$ cat src/rtl/fp_alu_pkg.sv
// Shared definitions for the FP ALU add/sub path: alignment FSM states and
// width helpers derived from the mantissa size.
package fp_alu_pkg;

    // Alignment controller states
    typedef enum logic [2:0] {
        ST_IDLE    = 3'd0,
        ST_COMPARE = 3'd1,
        ST_LOAD    = 3'd2,
        ST_WAIT    = 3'd3,
        ST_DONE    = 3'd4
    } align_state_t;

    // Carried mantissa width: stored fraction plus the hidden 1
    function automatic int mant_width(input int mantissa_size);
        return mantissa_size + 1;
    endfunction

    // Number of WAIT cycles allowed before the shifter is declared stuck
    function automatic int wd_limit(input int mantissa_size);
        return mantissa_size + 4;
    endfunction

endpackage

$ cat src/rtl/fp_align_ctrl_exp_compare.sv
// exp_compare: combinational exponent/mantissa comparison for operand
// alignment. Reports which operand is smaller, the exponent distance and
// whether that distance pushes every mantissa bit out (flush).
module exp_compare import fp_alu_pkg::*; #(
    parameter int Mantissa_Size = 23,
    parameter int Exponent_Size = 8
) (
    input  logic [Exponent_Size-1:0] a_exponent,
    input  logic [Exponent_Size-1:0] b_exponent,
    input  logic [Mantissa_Size:0]   a_mantissa,
    input  logic [Mantissa_Size:0]   b_mantissa,
    output logic                     swapped,
    output logic [Exponent_Size-1:0] diff,
    output logic                     flush
);

    // Any distance of at least the carried width shifts out the whole mantissa
    localparam logic [Exponent_Size-1:0] FLUSH_MIN = Exponent_Size'(mant_width(Mantissa_Size));

    // B wins on a larger exponent, or on a tie by the larger mantissa
    always_comb begin
        swapped = (b_exponent > a_exponent) ||
                  ((b_exponent == a_exponent) && (b_mantissa > a_mantissa));
        diff    = swapped ? (b_exponent - a_exponent) : (a_exponent - b_exponent);
        flush   = (diff >= FLUSH_MIN);
    end

endmodule

$ cat src/rtl/fp_align_ctrl.sv
// fp_align_ctrl: alignment controller for the FP add/sub path. Compares the
// two operand exponents, drives an external right shifter to align the
// smaller mantissa, and presents both mantissas at the common exponent.
// Optional feature: define ALIGN_STICKY_EN to add the `sticky` output (OR of
// the bits shifted out of the smaller mantissa).
module fp_align_ctrl import fp_alu_pkg::*; #(
    parameter int Mantissa_Size = 23,
    parameter int Exponent_Size = 8
) (
    input  logic                     clk,
    input  logic                     rst_n,
    input  logic                     start,
    input  logic [Exponent_Size-1:0] a_exponent,
    input  logic [Exponent_Size-1:0] b_exponent,
    input  logic [Mantissa_Size:0]   a_mantissa,
    input  logic [Mantissa_Size:0]   b_mantissa,
    output logic                     sh_enable,
    output logic                     sh_load,
    output logic                     sh_direction,
    output logic [Exponent_Size-1:0] sh_no_of_shifts,
    output logic [Mantissa_Size:0]   sh_mantissa,
    output logic [Exponent_Size-1:0] sh_exponent,
    input  logic                     sh_done,
    input  logic [Mantissa_Size:0]   sh_result,
    output logic                     busy,
    output logic                     valid,
    output logic [Mantissa_Size:0]   big_mantissa,
    output logic [Mantissa_Size:0]   small_mantissa,
    output logic [Exponent_Size-1:0] common_exponent,
    output logic                     swapped,
    output logic                     timeout
`ifdef ALIGN_STICKY_EN
    ,
    output logic                     sticky
`endif
);

    localparam int MW       = mant_width(Mantissa_Size);
    localparam int WD_LIMIT = wd_limit(Mantissa_Size);
    localparam int WD_W     = $clog2(WD_LIMIT);
    // Counter value seen in the last permitted WAIT cycle
    localparam logic [WD_W-1:0] WD_LAST = WD_W'(WD_LIMIT - 1);

    align_state_t state, state_next;

    // Operands captured on the accepted start
    logic [Exponent_Size-1:0] a_exp_q, b_exp_q;
    logic [MW-1:0]            a_mant_q, b_mant_q;

    // Comparison results and the big/small operand selection
    logic                     cmp_swapped;
    logic [Exponent_Size-1:0] cmp_diff;
    logic                     cmp_flush;
    logic                     cmp_bypass;
    logic [MW-1:0]            sel_big_mant, sel_small_mant;
    logic [Exponent_Size-1:0] sel_big_exp, sel_small_exp;

    // Watchdog on the shifter handshake
    logic [WD_W-1:0]          wd_cnt_q;
    logic                     wd_expired;

`ifdef ALIGN_STICKY_EN
    // OR of the mantissa bits that a right shift by `sh` discards; a shift
    // of the full width or more naturally covers every bit.
    function automatic logic calc_sticky(input logic [MW-1:0] mant,
                                         input logic [Exponent_Size-1:0] sh);
        logic acc;
        acc = 1'b0;
        for (int i = 0; i < MW; i++) begin
            if (Exponent_Size'(i) < sh) begin
                acc = acc | mant[i];
            end
        end
        return acc;
    endfunction
`endif

    exp_compare #(
        .Mantissa_Size (Mantissa_Size),
        .Exponent_Size (Exponent_Size)
    ) u_exp_compare (
        .a_exponent (a_exp_q),
        .b_exponent (b_exp_q),
        .a_mantissa (a_mant_q),
        .b_mantissa (b_mant_q),
        .swapped    (cmp_swapped),
        .diff       (cmp_diff),
        .flush      (cmp_flush)
    );

    assign sel_big_mant   = cmp_swapped ? b_mant_q : a_mant_q;
    assign sel_small_mant = cmp_swapped ? a_mant_q : b_mant_q;
    assign sel_big_exp    = cmp_swapped ? b_exp_q  : a_exp_q;
    assign sel_small_exp  = cmp_swapped ? a_exp_q  : b_exp_q;
    // Equal exponents or a full flush need no shifter pass
    assign cmp_bypass     = (cmp_diff == '0) || cmp_flush;
    assign wd_expired     = (wd_cnt_q == WD_LAST);

    // State register; reset returns to IDLE at once, aborting any operation
    always_ff @(posedge clk or negedge rst_n) begin
        if (!rst_n) begin
            state <= ST_IDLE;
        end else begin
            state <= state_next;
        end
    end

    // Next-state and state-decoded strobes
    always_comb begin
        state_next = state;
        sh_enable  = 1'b1;
        sh_load    = 1'b0;
        busy       = 1'b0;
        valid      = 1'b0;
        case (state)
            ST_IDLE: begin
                sh_enable = 1'b0;
                if (start) begin
                    state_next = ST_COMPARE;
                end
            end
            ST_COMPARE: begin
                busy       = 1'b1;
                state_next = cmp_bypass ? ST_DONE : ST_LOAD;
            end
            ST_LOAD: begin
                busy       = 1'b1;
                sh_load    = 1'b1;
                state_next = ST_WAIT;
            end
            ST_WAIT: begin
                busy = 1'b1;
                if (sh_done || wd_expired) begin
                    state_next = ST_DONE;
                end
            end
            ST_DONE: begin
                valid      = 1'b1;
                state_next = ST_IDLE;
            end
            default: begin
                sh_enable  = 1'b0;
                state_next = ST_IDLE;
            end
        endcase
    end

    // Operand capture and shifter direction; direction latches to right on first use
    always_ff @(posedge clk or negedge rst_n) begin
        if (!rst_n) begin
            a_exp_q      <= '0;
            b_exp_q      <= '0;
            a_mant_q     <= '0;
            b_mant_q     <= '0;
            sh_direction <= 1'b0;
        end else if ((state == ST_IDLE) && start) begin
            a_exp_q      <= a_exponent;
            b_exp_q      <= b_exponent;
            a_mant_q     <= a_mantissa;
            b_mant_q     <= b_mantissa;
            sh_direction <= 1'b1;
        end
    end

    // Shifter command: loaded in COMPARE so it is stable throughout LOAD
    always_ff @(posedge clk or negedge rst_n) begin
        if (!rst_n) begin
            sh_no_of_shifts <= '0;
            sh_mantissa     <= '0;
            sh_exponent     <= '0;
        end else if ((state == ST_COMPARE) && !cmp_bypass) begin
            sh_no_of_shifts <= cmp_diff;
            sh_mantissa     <= sel_small_mant;
            sh_exponent     <= sel_small_exp;
        end
    end

    // Watchdog: cleared in COMPARE, counts each WAIT cycle without done
    always_ff @(posedge clk or negedge rst_n) begin
        if (!rst_n) begin
            wd_cnt_q <= '0;
        end else if (state == ST_COMPARE) begin
            wd_cnt_q <= '0;
        end else if ((state == ST_WAIT) && !sh_done && !wd_expired) begin
            wd_cnt_q <= wd_cnt_q + 1'b1;
        end
    end

    // Aligned results; held from DONE until the next operation rewrites them
    always_ff @(posedge clk or negedge rst_n) begin
        if (!rst_n) begin
            big_mantissa    <= '0;
            small_mantissa  <= '0;
            common_exponent <= '0;
            swapped         <= 1'b0;
        end else begin
            case (state)
                ST_COMPARE: begin
                    big_mantissa    <= sel_big_mant;
                    common_exponent <= sel_big_exp;
                    swapped         <= cmp_swapped;
                    if (cmp_diff == '0) begin
                        small_mantissa <= sel_small_mant;
                    end else if (cmp_flush) begin
                        small_mantissa <= '0;
                    end
                end
                ST_WAIT: begin
                    if (sh_done) begin
                        small_mantissa <= sh_result;
                    end else if (wd_expired) begin
                        small_mantissa <= '0;
                    end
                end
                default: begin
                end
            endcase
        end
    end

    // Sticky timeout flag: cleared on an accepted start, set when the shifter never answers
    always_ff @(posedge clk or negedge rst_n) begin
        if (!rst_n) begin
            timeout <= 1'b0;
        end else if ((state == ST_IDLE) && start) begin
            timeout <= 1'b0;
        end else if ((state == ST_WAIT) && !sh_done && wd_expired) begin
            timeout <= 1'b1;
        end
    end

`ifdef ALIGN_STICKY_EN
    // Sticky bit from the captured small mantissa; a stuck shifter forces it high
    always_ff @(posedge clk or negedge rst_n) begin
        if (!rst_n) begin
            sticky <= 1'b0;
        end else if (state == ST_COMPARE) begin
            sticky <= calc_sticky(sel_small_mant, cmp_diff);
        end else if ((state == ST_WAIT) && !sh_done && wd_expired) begin
            sticky <= 1'b1;
        end
    end
`endif

endmodule

$ cat config.mk
export PLATFORM = sky130hd
export DESIGN_NAME = fp_align_ctrl
export DESIGN_NICKNAME = d
export VERILOG_FILES = /design/src/rtl/fp_alu_pkg.sv /design/src/rtl/fp_align_ctrl_exp_compare.sv /design/src/rtl/fp_align_ctrl.sv
export SDC_FILE = /design/constraint.sdc
export NUM_CORES = 1
export LEC_CHECK = 0
export ABC_AREA = 1
export CAP_MARGIN = 20
export CELL_PAD_IN_SITES_DETAIL_PLACEMENT = 0
export CELL_PAD_IN_SITES_GLOBAL_PLACEMENT = 2
export CORE_ASPECT_RATIO = 0.9
export CORE_MARGIN = 2
export CORE_UTILIZATION = 32
export DETAILED_ROUTE_END_ITERATION = 7
export GPL_TIMING_DRIVEN = 0
export PLACE_DENSITY = 0.83
export SYNTH_ARGS = -nofsm -noshare
export SYNTH_HDL_FRONTEND = slang
export SYNTH_SLANG_ARGS = --single-unit
$ cat constraint.sdc
create_clock -name clk -period 7.1 [get_ports clk]
set_input_delay 1.42 -clock clk [delete_from_list [all_inputs] [get_ports clk]]
set_output_delay 1.42 -clock clk [all_outputs]
set_load 0.01 [all_outputs]
==> key figures, run 1 <==
CTS
  • CTS Sinks: 171
  • CTS Buf Count: 17
  • Postcts setup bufs: 0
  • Max clock buf depth: 2
  • Post_cts resized: 0
  • Htree depth: 4
  • CTS Root Cell: clkbuf_16
  • Worst skew pair latency: 0.43 ns
  • Clock tree from TritonCTS: yes
  • Hold-fix buffers, CTS: 0
  • Register clock-pin slew on the reported worst setup and hold paths: 0.07 ns

Global routing
  • Global route total overflow: 0
  • Gr usage total: 19.44%
  • Vias in the first global route: 7796
  • Largest net degree at the start of global routing: 116
  • Initial antenna violation count: 0
  • First-pass GRT wire length: 44.40 mm

Final layout
  • Area grow syn2layout: 33.27%
  • Final core utilization: 43.16%
  • Final nets: 1487
  • Layout cells sized above 1: 8.437%
  • N_diodes: 0
  • Post-route cell area: 12030 µm²

Synthesis
  • Synth warn: 0
  • Synth Instances: 1138
  • Post-Syn Area per Cell: 7.930 µm²
  • Net Count, Synth: 1273
  • Share of the synthesized area in the top cell type: 47.41%
  • Most used DFF post-synth: dfrtp_1
  • Ys async rst share: 100.0%
  • Area leader, netlist: dfrtp_1
  • Synth Register Bits: 171
  • Seq/Total Area, Yosys: 47.41%
  • Distinct cells, synth: 35
  • Number of synthesized flops with an enable pin: 0
  • Top cells by area, synth: dfrtp_1 47%, nand2_1 16%, o21ai_0 8.2%
  • Netlist Area Pre-Place: 9025 µm²

Routing
  • WL per Instance: 16.49 µm
  • Vias: 7920
  • DRC errors left: 0
  • Drt first pass iters: 5
  • Antenna Nets Post-Route: 0
  • Routed wire length: 28.40 mm
  • Via-to-Cell Ratio: 4.597
  • First DRT Iteration DRCs: 439

Floorplanning
  • Core area: 27870 µm²
  • Cell Rows: 58
  • Die X: 181.0 µm
  • Die area: 29560 µm²
  • Die Span Y: 163.3 µm
  • I/O pin count: 195
  • Starting density of the core: 32.39%

Pwr
  • Pwr/cell area: 551.4 nW/µm²
  • Total internal power: 3337 µW
  • Clock Power Share: 14.4%
  • VDD IR max: 0.2138 mV
  • Leak pwr: 0.005864 µW
  • Reg power frac: 24.1%
  • Switch share: 49.69%
  • P_sw: 3295 µW
  • Combinational fraction of design power: 61.5%

STA
  • Max Slew Vio Count: 0
  • Slew @ Worst Pin: 0.8769 ns
  • RSZ-0062 raised after global routing: no
  • Final hold vios: 0
  • # setup viols final: 0
  • Tmin final: 3.372 ns
  • Fmax achieved: 296.5 MHz
  • Clock skew: 0.01707 ns
  • Final Cycle Share: 47.50%
  • Slew headroom: 41.09%

Critical path
  • Crit-path max FO: 10
  • Critical path data arrival time: 3.70 ns
  • Worst Setup Start Kind: register
  • Kind of critical path: register to register
  • CP Data Required Time: 7.42 ns
  • CP endpoint kind: register

Placed design
  • Post-Place Cell Area: 11450 µm²
  • PortBufs: 194
  • RD Place Congestion: 0.8234
  • Post-DP HPWL: 22.42 mm

Outcome
  • Status: finished, final reports clean

Min path
  • Worst Hold Class: register to register

Run
  • Max-cap violations: 0
final cells by class:
cell class | instances | area (µm²)
well taps | 360 | 450.4
fillers | 2865 | 15840
clock buffers | 18 | 439.2
flip-flops and latches | 171 | 4279
multi-input cells | 798 | 4016
inverters | 108 | 405.4
clock inverters | 12 | 138.9
repair buffers | 195 | 1974
plain buffers | 61 | 324.1
cell usage in the layout, fill, tap and decap left out, types with 5 or more instances in the layout:
cell type        netlist  routed
nand2_1              380     380
clkdlybuf4s50_1        0     193
dfrtp_1              171     171
o21ai_0              148     148
inv_1                102     102
a21oi_1               55      55
nor2_1                47      47
ha_1                  41      41
nand3_1               39      39
clkbuf_1              28      28
buf_2                 19      19
clkbuf_16              0      17
nand2_2               16      16
o21ai_2               12      12
o21ai_1               12      12
buf_6                  7       7
inv_2                  6       6
xor2_1                 6       6
nand4_1                5       5
buf_4                  5       5
nor2_2                 5       5
xnor2_1                5       5
nor3_1                 5       5
worst paths after layout:
path / slack [ns] / end / start / depth (start not counted)
worst min register to register: 0.47 / sh_no_of_shifts[6] / sh_no_of_shifts[6] / 2
worst min-delay path: 0.47 / sh_no_of_shifts[6] / sh_no_of_shifts[6] / 2
worst max register to register: 3.73 / small_mantissa[18] / b_exp_q[0] / 15
max in group asynchronous: 5.23 / big_mantissa[15] / rst_n / 2
worst max-delay path: 3.73 / small_mantissa[18] / b_exp_q[0] / 15
min in group asynchronous: 0.90 / small_mantissa[8] / rst_n / 1
sequential cells by signal, summed over array words and instances, names as in the netlist:
name and flops:
a_exp_q 8, a_mant_q 24, b_exp_q 8, b_mant_q 24, big_mantissa 24, common_exponent 8, sh_direction 1, sh_exponent 8
sh_mantissa 24, sh_no_of_shifts 8, small_mantissa 24, state 3, swapped 1, timeout 1, wd_cnt_q 5
critical path, stage by stage (launching register included):
cell       delay [ns]
dfrtp_1          0.42
inv_1            0.12
ha_1             0.25
fa_1             0.43
o21ai_2          0.21
nand2_1          0.12
o2111ai_4        0.15
nand2_4          0.09
buf_6            0.16
clkbuf_1         0.24
o21ai_0          0.66
nor2_1           0.09
nand3_1          0.15
nand2_1          0.06
nand2_1          0.06
nand2_1          0.04
per-stage QoR:
stage / total power (µW) / hold WS [ns] / TNS (ns) / cells / setup WS [ns]
finish: 6632 / 0.4744 / 0 / 1723 / 3.728
floorplan: 4203 / 0.4728 / 0 / 1138 / 4.510
global route: 7267 / 0.4969 / 0 / 1723 / 3.451
global placement: 5697 / 0.4582 / -483.94 / 1692 / -2.850
detailed placement: 5719 / 0.4608 / 0 / 1693 / 3.530
CTS: 6695 / 0.4779 / 0 / 1723 / 3.751
power groups by stage:
stage               Sequential (µW)  Combinational, µW  Clock, µW
finish                         1600               4080        952
global route                   1650               4610       1010
CTS                            1600               4120        970
detailed placement             1620               4100          0
global placement               1610               4080          0
floorplan                      1640               2560          0
cell usage after synthesis (2+ instances only):
cell type  number
nand3_2         4
inv_1         102
buf_1           2
ha_1           41
a21o_1          3
nand2_4         2
xor2_1          6
o21ai_0       148
o21ai_1        12
nand2_2        16
buf_6           7
dfrtp_1       171
nand3b_1        2
nor2_2          5
inv_2           6
or2_2           2
nor2_1         47
nor3_1          5
fa_1            2
o21ai_2        12
nand3_1        39
nand4_1         5
buf_2          19
buf_4           5
nand2_1       380
clkbuf_1       28
xnor2_1         5
a21oi_1        55
routing by layer:
metal | vias up | routed length [µm] | GRT usage (%)
li1 | 4054 | - | -
met1 | 3679 | 15270 | 30.00
met2 | 164 | 11830 | 28.30
met3 | 23 | 954 | 3.055
met4 | 0 | 344 | 4.582
met5 | - | 0 | 0
logic make-up (layout without fill, tap and decap cells):
family	after synthesis	count (layout)	share of synthesized area [%]
compound gates	233	233	13.91
xor+xnor	11	11	1.067
fa+ha+maj	43	43	6.128
buf+inv	169	394	8.083
flops	171	171	47.41
simple gates	511	511	23.40
(Power assumes the default switching activity.)
==> run 2: changes to the inputs <==
--- a/config.mk
+++ b/config.mk
@@ -11,10 +11,10 @@
 export CELL_PAD_IN_SITES_GLOBAL_PLACEMENT = 2
 export CORE_ASPECT_RATIO = 0.9
 export CORE_MARGIN = 2
-export CORE_UTILIZATION = 32
+export CORE_UTILIZATION = 27
 export DETAILED_ROUTE_END_ITERATION = 7
 export GPL_TIMING_DRIVEN = 0
-export PLACE_DENSITY = 0.83
+export PLACE_DENSITY = 0.75
 export SYNTH_ARGS = -nofsm -noshare
 export SYNTH_HDL_FRONTEND = slang
 export SYNTH_SLANG_ARGS = --single-unit
==> constraint.sdc (replaced) <==
create_clock -name clk -period 2.9 [get_ports clk]
set_input_delay 0.58 -clock clk [delete_from_list [all_inputs] [get_ports clk]]
set_output_delay 0.58 -clock clk [all_outputs]
set_load 0.01 [all_outputs]
==> run 2 against run 1 <==
  * Routed wire length rose by 11%
  * Highest routed layer unchanged
  * Combinational power rose to 3.3 times the previous value
  * Non-clock buffer count rose by 36
  * Via count rose by 2.6%
  * Sequential share of layout area fell by 3.1 points
  * Clock power rose by 150%
  * Largest cell class is now multi-input gates
  * Critical endpoint is now sh_mantissa[22]
  * Utilization fell by 3.1 points
  * Worst hold slack got worse by 0.37 ns
  * Register-to-register slack got worse by 3.7 ns
==> key figures, run 2 (same netlist as run 1, synthesis figures left out) <==
Routing
  • Drt first pass iters: 4 (-1)
  • First DRT Iteration DRCs: 341 (-22%)
  • Routed wire length: 31.45 mm (+11%)
  • DRC errors left: 0 (unchanged)
  • Antenna Nets Post-Route: 0 (unchanged)
  • Via-to-Cell Ratio: 4.457 (-3.0%)
  • Vias: 8125 (+2.6%)
  • WL per Instance: 17.25 µm (+4.7%)
  • Metal2 WL: 13.91 mm (+18%)
  • Max layer used: met4
  • Met3 wire len: 993 µm (+4.1%)
  • Met1 wire length: 16.26 mm (+6.4%)

Placed design
  • Post-DP HPWL: 24.05 mm (+7.3%)
  • Post-Place Cell Area: 11530 µm² (+0.68%)
  • PortBufs: 194 (unchanged)
  • RD Place Congestion: 0.8478 (+3.0%)
  • DP Worst Slack: -0.4449 ns (-3.975 ns)

Global routing
  • First-pass GRT wire length: 48.11 mm (+8.3%)
  • Gr usage total: 18.20% (-1.2 points)
  • Vias in the first global route: 8151 (+4.6%)
  • Global route total overflow: 0 (unchanged)
  • Initial antenna violation count: 0 (unchanged)
  • Largest net degree at the start of global routing: 96 (-17%)

STA
  • Max Slew Vio Count: 0 (unchanged)
  • Tmin final: 2.896 ns (-0.4760 ns)
  • Final Cycle Share: 99.87% (+52 points)
  • Slew headroom: 40.04% (-1.1 points)
  • # setup viols final: 0 (unchanged)
  • Fin worst setup slack: 0.003713 ns (-3.724 ns)
  • Clock skew: 0.01643 ns (-0.0006471 ns)
  • RSZ-0062 raised after global routing: yes
  • Slew @ Worst Pin: 0.8926 ns (+0.01565 ns)
  • Fmax achieved: 345.3 MHz (+16%)
  • Final hold vios: 0 (unchanged)

CTS
  • CTS Root Cell: clkbuf_16
  • CTS Sinks: 171 (unchanged)
  • Register clock-pin slew on the reported worst setup and hold paths: 0.08 ns (about the same)
  • CTS Buf Count: 17 (unchanged)
  • Clock tree from TritonCTS: yes
  • Max clock buf depth: 2 (unchanged)
  • Htree depth: 4 (unchanged)
  • Hold-fix buffers, CTS: 0 (unchanged)
  • Worst skew pair latency: 0.44 ns (about the same)

Pwr
  • Switch share: 49.41% (-0.28 points)
  • Clock Power Share: 11.9% (-2.5 points)
  • VDD IR max: 0.5418 mV (+150%)
  • P_sw: 9713 µW (+190%)
  • Reg power frac: 20.5% (-3.6 points)
  • Total internal power: 9944 µW (+200%)
  • Pwr/cell area: 1489 nW/µm² (+170%)
  • Leak pwr: 0.006245 µW (+6.5%)
  • PnR Total Power: 19660 µW (+200%)
  • Combinational fraction of design power: 67.5% (+6.0 points)

Critical path
  • Reg-to-reg setup timing slack: 0.004 ns (-3.72 ns)
  • Critical path's top delay family: simple AND/OR/NAND/NOR gates
  • Worst path slowest cell: dfrtp_1
  • Worst reg2reg path endpoint: sh_mantissa[22]
  • CP endpoint kind: register
  • Critical path data arrival time: 3.21 ns (-0.49 ns)
  • CP cell instances: ha_4 -> nand2_1 -> nor2_2 -> nand2_2 -> nor2_4 -> nand4_1 -> nand2_4 -> nand2_8 -> buf_4 -> nand3_1 -> nand2_4 -> nand2_2 -> inv_2 -> nor2_4 -> nand3_4 -> buf_12 -> clkbuf_16 -> nand2_4 -> o21ai_2
  • Most frequent CP cell: nand2_4
  • Crit-path max FO: 7 (-3)
  • Worst Setup Start Kind: register
  • Kind of critical path: register to register
  • CP Data Required Time: 3.21 ns (-4.21 ns)
  • R2R Path Start: b_mant_q[23]
  • Worst Path Buf+Inv: 4 (+1)
  • Max incr delay on CP: 0.44 ns (-0.22 ns)
  • R2R depth: 19 (+4)
  • Critical path startpoint: b_mant_q[23]

Final layout
  • Fill cell count: 3397 (+19%)
  • Post-route cell area: 13200 µm² (+9.7%)
  • Most frequent cells in the layout: 344 x nand2_1, 193 x clkdlybuf4s50_1, 170 x dfrtp_1
  • Layout cells sized above 1: 17.99% (+9.5 points)
  • Final nets: 1523 (+2.4%)
  • N_diodes: 0 (unchanged)
  • Commonest non-fill, non-tap cell in the layout: nand2_1
  • Area grow syn2layout: 46.25%

Outcome
  • Status: finished, final reports clean

Floorplanning
  • Die Span Y: 177.4 µm (+8.6%)
  • Die area: 34910 µm² (+18%)
  • I/O pin count: 195 (unchanged)
  • Core area: 32950 µm² (+18%)
  • Cell Rows: 63 (+8.6%)
  • Die X: 196.7 µm (+8.7%)
  • Starting density of the core: 27.39% (-5.0 points)

Min path
  • Worst Hold Class: input port to asynchronous set/reset pin

Run
  • Max-cap violations: 0 (unchanged)
-- run 2: cell count changes in the layout (fill, tap and decap cells not counted), sizes merged --
cell	previous run	this run
clkinvlp	3	2
buf	35	66
clkbuf	46	51
bufinv	2	1
clkinv	2	4
inv	113	115
-- run 2: worst reg2reg max path, stage by stage (launching register included) --
cell       delay (ns)
dfrtp_1          0.44
ha_4             0.30
nand2_1          0.07
nor2_2           0.16
nand2_2          0.10
nor2_4           0.14
nand4_1          0.14
nand2_4          0.15
nand2_8          0.08
buf_4            0.16
nand3_1          0.11
nand2_4          0.08
nand2_2          0.08
inv_2            0.04
nor2_4           0.12
nand3_4          0.13
buf_12           0.22
clkbuf_16        0.17
nand2_4          0.05
o21ai_2          0.04
-- run 2: worst max-delay path by stage --
stage	endpoint	cells after the start
after global placement	small_mantissa[8]	1
after global routing	sh_mantissa[22]	19
after detailed placement	small_mantissa[21]	19
after floorplan	sh_mantissa[18]	18
final	sh_mantissa[22]	19
after CTS	sh_mantissa[21]	19
-- run 2: final cells by class --
class / instances / area [µm²] / share of cell area, %
Clock buffer: 18 / 429.2 / 3.251
Timing Repair Buffer: 231 / 2349 / 17.79
Clock inverter: 14 / 155.1 / 1.175
Tap cell: 422 / 528.0 / 4.000
Buffer: 61 / 480.5 / 3.640
Sequential cell: 171 / 4280 / 32.43
Multi-Input combinational cell: 798 / 4572 / 34.64
Inverter: 108 / 405.4 / 3.071
-- run 2: routing by layer --
metal  global-route usage (%)  up-vias
li1                         -     4143
met1                    27.17     3809
met2                    27.69      155
met3                    2.832       18
met4                    3.885        0
met5                        0        -
-- run 2: power by group through the flow --
stage | clock network (µW) | logic [µW] | registers, µW
finish | 2340 | 13300 | 4040
global route | 2510 | 14700 | 4170
CTS | 2410 | 11700 | 3990
detailed placement | 0 | 10200 | 3990
global placement | 0 | 10100 | 3990
floorplan | 0 | 6280 | 4010
-- run 2: timing repair --
| item | 4_1_cts | 5_1_grt |
|---|---|---|
| buffers inserted | 14 | 15 |
| pin swaps | 16 | 25 |
| setup endpoints to repair | 99 | 99 |
| gates cloned | 4 | 4 |
| gates resized for setup | 98 | 133 |
-- run 2: through the flow --
step           cells  setup TNS [ns]  util (%)  hold slack [ns]
2_1_floorplan   1138               0         -           0.2844
3_3_place_gp    1754        -1117.17     34.89           0.4584
3_5_place_dp    1755          -23.86     34.99           0.4585
4_1_cts         1805          -1.288     38.12           0.1388
5_1_grt         1823          -6.214     40.06           0.1443
6_report        1823               0     40.06           0.1060
==> run 3: changes to the inputs <==
--- a/config.mk
+++ b/config.mk
@@ -12,8 +12,10 @@
 export CORE_ASPECT_RATIO = 0.9
 export CORE_MARGIN = 2
 export CORE_UTILIZATION = 27
+export CTS_CLUSTER_SIZE = 14
 export DETAILED_ROUTE_END_ITERATION = 7
 export GPL_TIMING_DRIVEN = 0
+export MAX_ROUTING_LAYER = met4
 export PLACE_DENSITY = 0.75
 export SYNTH_ARGS = -nofsm -noshare
 export SYNTH_HDL_FRONTEND = slang
==> run 3 against run 2 <==
  * The run now ends with negative setup slack left
  * Clock skew barely moved
  * Routed wire length is 0.79% higher
  * Worst hold slack lost 0.0065 ns
  * Count of clock-buffer cells in the layout did not move
  * Critical endpoint unchanged
  * Critical path depth fell by 1
  * Largest cell class unchanged
  * Highest routed layer unchanged
  * Via count is 0.12% higher
  * Critical path type unchanged
  * Die area did not move
==> key figures, run 3 (same netlist as run 1, synthesis figures left out) <==
Placed design
  • DP Worst Slack: -0.4449 ns (unchanged)
  • Post-DP HPWL: 24.05 mm (unchanged)
  • RD Place Congestion: 0.8619 (+1.7%)
  • PortBufs: 194 (unchanged)

STA
  • Max Slew Vio Count: 0 (unchanged)
  • Tmin final: 2.911 ns (+0.01511 ns)
  • Slew @ Worst Pin: 0.8678 ns (-0.02477 ns)
  • Fin worst setup slack: -0.01140 ns (-0.01511 ns)
  • Clock skew: 0.01685 ns (+0.0004269 ns)
  • Final Cycle Share: 100.4% (+0.52 points)
  • Fmax achieved: 343.5 MHz (-0.52%)
  • Slew headroom: 41.70% (+1.7 points)
  • Setup_tns: -0.02342 ns (-0.02342 ns)
  • RSZ-0062 raised after global routing: yes
  • # setup viols final: 6 (+6)
  • Final hold vios: 0 (unchanged)

Floorplanning
  • Die Span Y: 177.4 µm (unchanged)
  • Die X: 196.7 µm (unchanged)
  • Starting density of the core: 27.39% (unchanged)
  • I/O pin count: 195 (unchanged)
  • Cell Rows: 63 (unchanged)
  • Core area: 32950 µm² (unchanged)
  • Die area: 34910 µm² (unchanged)

CTS
  • CTS Sinks: 171 (unchanged)
  • Clock tree from TritonCTS: yes
  • Register clock-pin slew on the reported worst setup and hold paths: 0.08 ns (about the same)
  • Htree depth: 4 (unchanged)
  • CTS Root Cell: clkbuf_16
  • Worst skew pair latency: 0.44 ns (about the same)
  • Max clock buf depth: 2 (unchanged)
  • CTS Buf Count: 17 (unchanged)

Routing
  • Drt first pass iters: 4 (unchanged)
  • DRC errors left: 0 (unchanged)
  • First DRT Iteration DRCs: 339 (-0.59%)
  • Vias: 8135 (+0.12%)
  • Routed wire length: 31.70 mm (+0.79%)
  • Via-to-Cell Ratio: 4.443 (-0.31%)
  • Antenna Nets Post-Route: 0 (unchanged)
  • WL per Instance: 17.31 µm (+0.35%)

Final layout
  • Most frequent cells in the layout: 333 x nand2_1, 193 x clkdlybuf4s50_1, 170 x dfrtp_1
  • Commonest non-fill, non-tap cell in the layout: nand2_1
  • Fill cell count: 3383 (-0.41%)
  • N_diodes: 0 (unchanged)
  • Layout cells sized above 1: 19.38% (+1.4 points)
  • Area grow syn2layout: 47.72%
  • Final nets: 1531 (+0.53%)

Outcome
  • Failing checks: negative setup slack
  • Status: finished with violations

Critical path
  • Reg-to-reg setup timing slack: -0.01 ns (-0.02 ns)
  • Critical path's top delay family: simple AND/OR/NAND/NOR gates
  • Max incr delay on CP: 0.38 ns (-0.06 ns)
  • Worst Setup Start Kind: register
  • Critical path data arrival time: 3.23 ns (+0.02 ns)
  • Kind of critical path: register to register
  • Most frequent CP cell: nand2_2
  • CP cell instances: inv_1 -> ha_2 -> fa_2 -> o21ai_2 -> nand2_2 -> o2111ai_4 -> nand2_8 -> buf_16 -> nand2_2 -> nand2_4 -> nand2_2 -> inv_2 -> nor2_4 -> nand3_4 -> buf_12 -> clkbuf_16 -> nand2_4 -> o21ai_2
  • Crit-path max FO: 7 (unchanged)
  • Worst path slowest cell: dfrtp_1
  • CP Data Required Time: 3.21 ns (about the same)
  • Worst Path Buf+Inv: 5 (+1)
  • CP endpoint kind: register

Global routing
  • Initial antenna violation count: 0 (unchanged)
  • Vias in the first global route: 8163 (+0.15%)
  • First-pass GRT wire length: 48.09 mm (about the same)
  • Global route total overflow: 0 (unchanged)
  • Largest net degree at the start of global routing: 96 (unchanged)
  • Gr usage total: 18.74% (+0.54 points)

Run
  • Max-cap violations: 0 (unchanged)

Min path
  • Worst Hold Class: input port to asynchronous set/reset pin
-- run 3: timing repair --
| action | CTS | global route |
|---|---|---|
| setup endpoints to repair | 99 | 99 |
| gates resized for setup | 98 | 159 |
| hold buffers | 0 | 0 |
| pin swaps | 16 | 28 |
| setup buffers | 14 | 22 |
| cloned | 4 | 6 |
-- run 3: per-layer routing --
layer	wire, µm	track usage, %	share of wire (%)	vias up
met5	0	-	0	-
met4	225	3.885	0.71	0
met3	1021	2.737	3.2	14
met2	14190	27.82	45	158
met1	16270	27.12	51	3811
li1	-	-	-	4152
-- run 3: worst reg2reg max path, delay by kind of cell (launching register included) --
| family | cells | cell delay (ns) |
|---|---|---|
| AO/OA/AOI/OAI | 3 | 0.42 |
| adder cells (fa/ha/maj) | 2 | 0.57 |
| buffers and inverters | 5 | 0.69 |
| flip-flops | 1 | 0.38 |
| AND/OR/NAND/NOR | 8 | 0.72 |
-- run 3: stage by stage --
stage | cells | area [µm²] | util [%] | hold slack, ns
2_1_floorplan | 1138 | 9025 | - | 0.2844
3_3_place_gp | 1754 | 11490 | 34.89 | 0.4584
3_5_place_dp | 1755 | 11530 | 34.99 | 0.4585
4_1_cts | 1805 | 12560 | 38.12 | 0.1388
5_1_grt | 1831 | 13330 | 40.46 | 0.1441
6_report | 1831 | 13330 | 40.46 | 0.09952
-- run 3: path summary, 6_finish.rpt --
kind | from | to | cells past startpoint
worst max-delay path | b_exp_q[0] | sh_mantissa[22] | 18
worst min-delay path | rst_n | common_exponent[0] | 1
worst max register to register | b_exp_q[0] | sh_mantissa[22] | 18
worst min register to register | sh_direction | sh_direction | 1
max in group asynchronous | rst_n | sh_mantissa[13] | 2
min in group clk | sh_direction | sh_direction | 1
-- run 3: area by class of cell --
cell class	count	area (µm²)	area share, %
Buffer	61	480.5	3.604
Timing Repair Buffer	239	2434	18.25
Inverter	108	405.4	3.041
Sequential cell	171	4280	32.11
Multi-Input combinational cell	798	4619	34.65
Clock inverter	14	155.1	1.164
Clock buffer	18	429.2	3.219
Tap cell	422	528.0	3.961
Power of run 3 is left out: the tool's default activity adds up to more than one toggle a clock period on the data nets, which glitch-free logic cannot reach.
